## src/rtl/mux_pkg.sv

```systemverilog
// -----------------------------------------------------------------------------
// mux_pkg
// Shared definitions for the N-channel registered mux and its round-robin
// arbiter.
//   MODE_SEL / MODE_RR : values for the mux MODE parameter
//   clog2()            : index width needed to address a number of channels
// -----------------------------------------------------------------------------
package mux_pkg;

    localparam int MODE_SEL = 0;
    localparam int MODE_RR  = 1;

    // Number of bits needed to hold an index in [0, value-1]. The result is
    // never below 1, so even a two-channel mux has a real select bit.
    function automatic int clog2(input int value);
        int result;
        int remaining;
        result    = 0;
        remaining = value - 1;
        while (remaining > 0) begin
            result    = result + 1;
            remaining = remaining >> 1;
        end
        if (result == 0) begin
            result = 1;
        end
        return result;
    endfunction

endpackage

```

## src/rtl/mux_n_arb_rr_arbiter.sv

```systemverilog
// -----------------------------------------------------------------------------
// rr_arbiter
// Fair round-robin arbiter. It remembers the last granted channel and
// searches for the next requester starting just after it, wrapping around.
//   clk, rst  : clock, asynchronous active-high reset
//   req       : per-channel request (the channel's valid)
//   advance   : high when the current grant is actually transferred
//   gnt       : one-hot grant, all-zero when nothing requests
//   gnt_idx   : binary index of the granted channel
// -----------------------------------------------------------------------------
module rr_arbiter
    import mux_pkg::*;
#(
    parameter  int CHANNELS = 4,
    localparam int IDX_W    = clog2(CHANNELS)
) (
    input  logic                clk,
    input  logic                rst,
    input  logic [CHANNELS-1:0] req,
    input  logic                advance,
    output logic [CHANNELS-1:0] gnt,
    output logic [IDX_W-1:0]    gnt_idx
);

    logic [IDX_W-1:0] ptr_q;
    logic [IDX_W-1:0] ptr_d;
    logic             found;
    int               candidate;

    // Wrapped priority search: walk ptr+1, ptr+2, ... modulo CHANNELS and
    // stop at the first requester. The inner loop turns the computed
    // candidate into a constant bit select so no out-of-range index is built.
    always_comb begin
        gnt       = '0;
        gnt_idx   = '0;
        found     = 1'b0;
        candidate = 0;
        for (int offset = 1; offset <= CHANNELS; offset++) begin
            candidate = int'(ptr_q) + offset;
            if (candidate >= CHANNELS) begin
                candidate = candidate - CHANNELS;
            end
            for (int k = 0; k < CHANNELS; k++) begin
                if (!found && (k == candidate) && req[k]) begin
                    found    = 1'b1;
                    gnt[k]   = 1'b1;
                    gnt_idx  = IDX_W'(k);
                end
            end
        end
    end

    // The pointer only moves when a grant is really consumed, so a stalled
    // or idle output never costs a channel its turn.
    always_comb begin
        ptr_d = ptr_q;
        if (advance) begin
            ptr_d = gnt_idx;
        end
    end

    // Starting at the last channel gives channel 0 first priority after reset.
    always_ff @(posedge clk or posedge rst) begin
        if (rst) begin
            ptr_q <= IDX_W'(CHANNELS - 1);
        end else begin
            ptr_q <= ptr_d;
        end
    end

endmodule

```

## src/rtl/mux_n_arb.sv

```systemverilog
// -----------------------------------------------------------------------------
// mux_n_arb
// N-channel, WIDTH-bit registered multiplexer with valid/ready on every input
// and on the output. MODE_SEL steers the channel chosen by sel; MODE_RR picks
// channels fairly with a round-robin arbiter.
//   clk, rst   : clock, asynchronous active-high reset
//   in_data    : flattened channel data, channel k at [k*WIDTH +: WIDTH]
//   in_valid   : per-channel valid
//   in_ready   : per-channel ready, at most one bit high, combinational
//   sel        : channel select (MODE_SEL only)
//   out_data   : registered output data
//   out_valid  : registered output valid
//   out_ready  : downstream ready
//   out_chan   : channel that supplied the current output beat
// -----------------------------------------------------------------------------
module mux_n_arb
    import mux_pkg::*;
#(
    parameter  int WIDTH    = 16,
    parameter  int CHANNELS = 4,
    parameter  int MODE     = MODE_SEL,
    localparam int SEL_W    = clog2(CHANNELS)
) (
    input  logic                      clk,
    input  logic                      rst,
    input  logic [CHANNELS*WIDTH-1:0] in_data,
    input  logic [CHANNELS-1:0]       in_valid,
    output logic [CHANNELS-1:0]       in_ready,
    input  logic [SEL_W-1:0]          sel,
    output logic [WIDTH-1:0]          out_data,
    output logic                      out_valid,
    input  logic                      out_ready,
    output logic [SEL_W-1:0]          out_chan
);

    logic                loadEn;
    logic [CHANNELS-1:0] selOneHot;
    logic [CHANNELS-1:0] arbGnt;
    logic [SEL_W-1:0]    arbIdx;
    logic [CHANNELS-1:0] grantVec;
    logic [SEL_W-1:0]    grantIdx;
    logic                transfer;
    logic [WIDTH-1:0]    chData;

    logic                outValid_q;
    logic                outValid_d;
    logic [WIDTH-1:0]    outData_q;
    logic [WIDTH-1:0]    outData_d;
    logic [SEL_W-1:0]    outChan_q;
    logic [SEL_W-1:0]    outChan_d;

    // The output register can take a beat when it is empty or being drained.
    assign loadEn = !outValid_q || out_ready;

    // A select value beyond the last channel shifts the bit out entirely,
    // which is exactly the "grant nothing" behaviour wanted there.
    assign selOneHot = {{(CHANNELS-1){1'b0}}, 1'b1} << sel;

    generate
        if (MODE == MODE_RR) begin : gen_rr
            rr_arbiter #(
                .CHANNELS (CHANNELS)
            ) u_rr_arbiter (
                .clk     (clk),
                .rst     (rst),
                .req     (in_valid),
                .advance (transfer),
                .gnt     (arbGnt),
                .gnt_idx (arbIdx)
            );
        end else begin : gen_sel
            assign arbGnt = '0;
            assign arbIdx = '0;
        end
    endgenerate

    // Pick the candidate channel for this mode, then suppress all readies
    // while held in reset or while a stalled beat occupies the register.
    always_comb begin
        grantVec = '0;
        grantIdx = '0;
        if (MODE == MODE_RR) begin
            grantVec = arbGnt;
            grantIdx = arbIdx;
        end else begin
            grantVec = selOneHot;
            grantIdx = sel;
        end
        if (rst || !loadEn) begin
            grantVec = '0;
        end
    end

    assign in_ready = grantVec;
    assign transfer = |(in_valid & grantVec);

    // One-hot data steering; no arithmetic index, so an unused select value
    // never forms an out-of-range slice.
    always_comb begin
        chData = '0;
        for (int k = 0; k < CHANNELS; k++) begin
            if (grantVec[k]) begin
                chData = in_data[k*WIDTH +: WIDTH];
            end
        end
    end

    // Next output state: a load either captures the transferred beat or
    // empties the register; data and channel keep their last values when
    // nothing new arrives so a downstream peek stays stable.
    always_comb begin
        outValid_d = outValid_q;
        outData_d  = outData_q;
        outChan_d  = outChan_q;
        if (loadEn) begin
            outValid_d = transfer;
            if (transfer) begin
                outData_d = chData;
                outChan_d = grantIdx;
            end
        end
    end

    // Output register; reset discards any beat immediately.
    always_ff @(posedge clk or posedge rst) begin
        if (rst) begin
            outValid_q <= 1'b0;
            outData_q  <= '0;
            outChan_q  <= '0;
        end else begin
            outValid_q <= outValid_d;
            outData_q  <= outData_d;
            outChan_q  <= outChan_d;
        end
    end

    assign out_valid = outValid_q;
    assign out_data  = outData_q;
    assign out_chan  = outChan_q;

endmodule

```

## config.mk

```make
export PLATFORM = sky130hd
export DESIGN_NAME = mux_n_arb
export DESIGN_NICKNAME = d
export VERILOG_FILES = /design/src/rtl/mux_pkg.sv /design/src/rtl/mux_n_arb_rr_arbiter.sv /design/src/rtl/mux_n_arb.sv
export SDC_FILE = /design/constraint.sdc
export NUM_CORES = 1
export LEC_CHECK = 0
export CORE_ASPECT_RATIO = 1.4
export CORE_UTILIZATION = 33
export DETAILED_ROUTE_END_ITERATION = 6
export PLACE_DENSITY = 0.86
export REMOVE_ABC_BUFFERS = 1
export SETUP_SLACK_MARGIN = 0.02
export SLEW_MARGIN = 5
export SYNTH_ARGS = -nofsm -noshare
export SYNTH_HDL_FRONTEND = slang
export SYNTH_HIERARCHICAL = 1
export SYNTH_SLANG_ARGS = --single-unit
```

## constraint.sdc

```tcl
create_clock -name clk -period 1.86 [get_ports clk]
set_clock_uncertainty 0.05 [all_clocks]
set_input_delay 0.279 -clock clk [delete_from_list [all_inputs] [get_ports clk]]
set_output_delay 0.279 -clock clk [all_outputs]
set_load 0.1 [all_outputs]
```

Yosys cells after proc, flatten, opt, wreduce, memory -nomap -nowiden
Index checks and enable logic that the tools add are counted.
{"block": "word_totals", "inputBits": 73, "ram_bits": 0, "romBits": 0, "latch_bits": 0, "regBits": 19, "n_memories": 0, "word_cells": 16, "out_inout_bits": 23}
{"block": "op_classes", "n_addsub": 0, "div_mod_pow": 0, "mul": 0, "eq_ne": 0, "muxes": 5, "n_bitwise": 1, "n_shift": 1, "n_reduce_logical": 6, "n_lt_le_gt_ge": 0}
{"cell": "two-way mux 16 bit", "count": 4}
{"cell": "bitwise AND 4 bit", "count": 1}
{"cell": "two-way mux 4 bit", "count": 1}
{"cell": "OR reduction 4 bit", "count": 1}
{"cell": "left shift 1 x 2 -> 4 bit, first input constant", "count": 1}
{"cell": "logical NOT 1 bit", "count": 2}
{"cell": "logical OR 1 bit", "count": 2}
{"cell": "AND reduction 2 bit", "count": 1}

Logic depth before layout (Yosys ltp)
{"block": "logic_depth", "depth_word": 9, "ltp_mapped": 4, "mapped_depth_nobuf": 3}

Least setup slack after synthesis
OpenSTA, ideal clock, no wires.
{"block": "synth_timing", "kind": "reg2out", "startpoint": "register outValid_q, in the netlist out_valid", "endpoint": "output port in_ready[0]", "setup_slack_ns": -1.717, "arrival_ns": 3.248, "t_required_ns": 1.531, "stages_incl_launch_ff": 4, "path_buffers": 0, "cell_sequence": "dfrtp_1 > nand2b_1 > nand2_1 > nor3_1"}
{"block": "synth_via", "elab_chain_cells": 5}
{"element": "start, declared", "line_no": "mux_n_arb.sv:45", "source": "logic outValid_q;"}
{"element": "start signal, assigned", "line_no": "mux_n_arb.sv:131", "source": "outValid_q <= outValid_d;"}
{"element": "logical NOT 1 bit", "line_no": "mux_n_arb.sv:53", "source": "assign loadEn = !outValid_q || out_ready;"}
{"element": "logical OR 1 bit", "line_no": "mux_n_arb.sv:53"}
{"element": "logical NOT 1 bit", "line_no": "mux_n_arb.sv:89", "source": "if (rst || !loadEn) begin"}
{"element": "logical OR 1 bit", "line_no": "mux_n_arb.sv:89"}
{"element": "two-way mux 4 bit", "line_no": "mux_n_arb.sv:89"}
{"element": "end, declared", "line_no": "mux_n_arb.sv:28", "source": "output logic [CHANNELS-1:0] in_ready,"}
No other way between the ends.

Worst setup path in the final report
{"block": "layout_timing", "startpoint": "input port sel[1]", "endpoint": "output port in_ready[3]"}
{"block": "layout_via", "elab_chain_cells": 2}
{"element": "start, declared", "line_no": "mux_n_arb.sv:29", "source": "input logic [SEL_W-1:0] sel,"}
{"element": "left shift 1 x 2 -> 4 bit", "line_no": "mux_n_arb.sv:57", "source": "assign selOneHot = {{(CHANNELS-1){1'b0}}, 1'b1} << sel;"}
{"element": "two-way mux 4 bit", "line_no": "mux_n_arb.sv:89"}
No other way between the ends.

==> results.toml <==
[timing]
period_share = 0.9618
fin_ws_ps = 71.05
rsz0062_at_grt = "true"
slew_violations = 0
setup_viol = 0
slew_headroom = 0.8080
max_freq_mhz = 559.0
tightest_slew_ps = 290.4
fin_crit_ps = 1789
hold_viol_final = 0

[synthesis]
synth_area_um2 = 1191
synthTopCellsByArea = "dfrtp_1 (40%), mux4_2 (32%), mux2_2 (9.5%)"
syn_avg_cell_area_um2 = 15.88
ys_seq_elements = 19
yosysTopAreaCellShare = 0.3992
yosys_warnings = 6
synthCells = 75
ys_types = 17
seq_area_frac_synth = 0.3992
synth_top_cell_by_area = "dfrtp_1"

[global_route]
grt_pass1_wl_um = 6189
grtUsageTotal = 0.2227
antenna_found_initial = 0
grt_pass1_vias = 1372
grt_start_max_net_pins = 17
overflow = 0

[final_layout]
layout-drive-gt1-share = 0.4339
nets = 263
diodes = 0
n_fill_cell = 241
stdcell_count = 229
ff_latch_area_um2 = 475.5
multiInputGateArea_um2 = 728.2
area_delta_synth_final_pct = 101.3

[setup_path]
setup.worst_path.start = "sel[1]"
timing.rr.end = "out_data[0]"
crit_fanout = 11
reg2reg_slack_ps = 500
slowest_delay_ps = 520
r2r_start = "out_valid"
end_kind = "output port"
crit_type = "primary input to output port"
worst_ep_required_time_ps = 1530
crit_path_top_delay_cell = "clkdlybuf4s50_1"
path_cells = "clkdlybuf4s50_1 > buf_6 > nand3_2 > nor2_2 > buf_12"
arrival_ps = 1460
ff2ff_path_depth = 4
worst_setup_path_start_kind = "primary input"

[clocking]
cts.sinks = 19
root_buffer = "clkbuf_8"
cts_buffer_depth = 2
cts_tree = "built"
path_clk_slew_ps = 70
insertion_delay_ps = 250
cts_made_buffers = 3
htreeDepth = 1

[power]
p_int_mw = 1.136
powerDensity_nw_per_um2 = 1002
p_comb_frac = 0.637
power_leakage_nw = 0.9874
swShare = 0.5272
p_switching_mw = 1.267
pwr-share-seq = 0.247
clkPwrFrac = 0.116
ir_worst_vdd_uv = 905.8

[placed_design]
place_congestion = 0.7504
hpwl_um = 3108
place_ws_ps = -313.0
dp.cells = 216
numPortBuffers = 95

[floorplan]
die_x_um = 52.78
die_area_um2 = 3857
core_area_um2 = 3410
num_rows = 25
dieHeight_um = 73.09
ioPinCount = 96
initial_core_util = 0.3494

[route]
drtIter0Drc = 17
route.met3.wl_um = 227
first_pass_iters = 4
routed.top_layer = "met4"
routedLengthMet1_um = 1339
drt.antenna.violating_nets = 0
wl_per_cell_um = 17.76
viasPerCell = 5.170
vias = 1184
routed_wl_um = 4066
dr_wl_met2_um = 2450
drcViolationCount = 0

[run]
drv_cap = 0

[hold_path]
hold_class = "primary input to asynchronous set/reset pin"

[status]
outcome = "completed"
## layout by cell type, fill, tap and decap left out, drive strengths merged
cell type | netlist | routed
o2bb2ai | 2 | 2
inv | 2 | 1
a31oi | 1 | 1
dfrtp | 19 | 19
nand3 | 3 | 5
clkinv | 0 | 2
mux2 | 18 | 18
mux2i | 1 | 1
dlygate4sd2 | 0 | 1
mux4 | 17 | 17
clkbuf | 0 | 3
nand2b | 1 | 1
clkdlybuf4s50 | 0 | 71
nand2 | 2 | 2
nor3 | 2 | 2
buf | 5 | 41
nor2 | 2 | 2
## worst max path at each step
stage | slack (ps) | cells after the start | to
CTS | 20 | 5 | in_ready[2]
floorplan | -1720 | 3 | in_ready[0]
global placement | -250 | 4 | out_data[2]
detailed placement | -310 | 4 | out_data[3]
global route | -4 | 6 | in_ready[1]
finish | 70 | 5 | in_ready[3]
## layout make-up
class | instances | share of cell area
Tap cell | 40 | 0.02088
Multi-Input combinational cell | 51 | 0.3038
Sequential cell | 19 | 0.1983
Timing Repair Buffer | 113 | 0.4525
Clock inverter | 1 | 0.002088
Inverter | 2 | 0.005219
Clock buffer | 3 | 0.01722
## flip-flops by register name (all words and copies together), names as in the netlist
signal and flops:
out_chan 2, out_valid 1, out_data 16
## Yosys cell counts
master     number
inv_2           2
mux2i_1         1
buf_6           1
mux4_2         17
mux2_2         10
buf_2           3
o2bb2ai_1       2
nor3_1          2
nor2_1          2
nand3_4         1
nand3_1         2
mux2_1          8
nand2_1         2
a31oi_1         1
nand2b_1        1
buf_1           1
dfrtp_1        19
## per-stage QoR
stage	TNS [ps]	utilization	hold WS (ps)	instance area [um2]	power (mW)
after CTS	0	0.6921	227.0	2360	2.402
after global routing	-3.917	0.7031	227.9	2397	2.481
after floorplan	-7754	-	107.8	1161	1.632
final	0	0.7031	219.1	2397	2.403
after global placement	-4111	0.6561	426.2	2237	2.059
after detailed placement	-5312	0.6561	438.3	2237	2.098
## critical path: cells and delay by family
| family | cells | cell delay (ps) |
|---|---|---|
| buf+inv | 3 | 890 |
| simple gates | 2 | 280 |
## per-layer routing
metal / vias to the layer above / track usage
li1: 532 / -
met1: 590 / 0.2203
met2: 56 / 0.4332
met3: 6 / 0.04583
met4: 0 / 0.08187
met5: - / 0
## what timing repair did
item / 4_1_cts / 5_1_grt
hold buffers: 0 / 0
setup endpoints to repair: 20 / 4
gates cloned: 2 / 0
gates resized for setup: 8 / 4
pin swaps: 2 / 0
buffers inserted: 4 / 3
## cell families (layout without fill, tap and decap cells)
logic type             count (synthesis)  count (layout)  share of synthesized area
AO/OA/AOI/OAI                          3               3                    0.01996
buffers and inverters                  7             119                    0.03151
flip-flops                            19              19                     0.3992
multiplexers                          36              36                     0.5000
AND/OR/NAND/NOR                       10              12                    0.04938
## power by group through the flow
stage	clock [mW]	sequential, mW	combinational [mW]
5_1_grt	0.300	0.606	1.57
2_1_floorplan	0	1.41	0.220
3_5_place_dp	0	0.595	1.50
3_3_place_gp	0	0.589	1.47
6_report	0.278	0.594	1.53
4_1_cts	0.282	0.593	1.53
(Power assumes the default switching activity.)
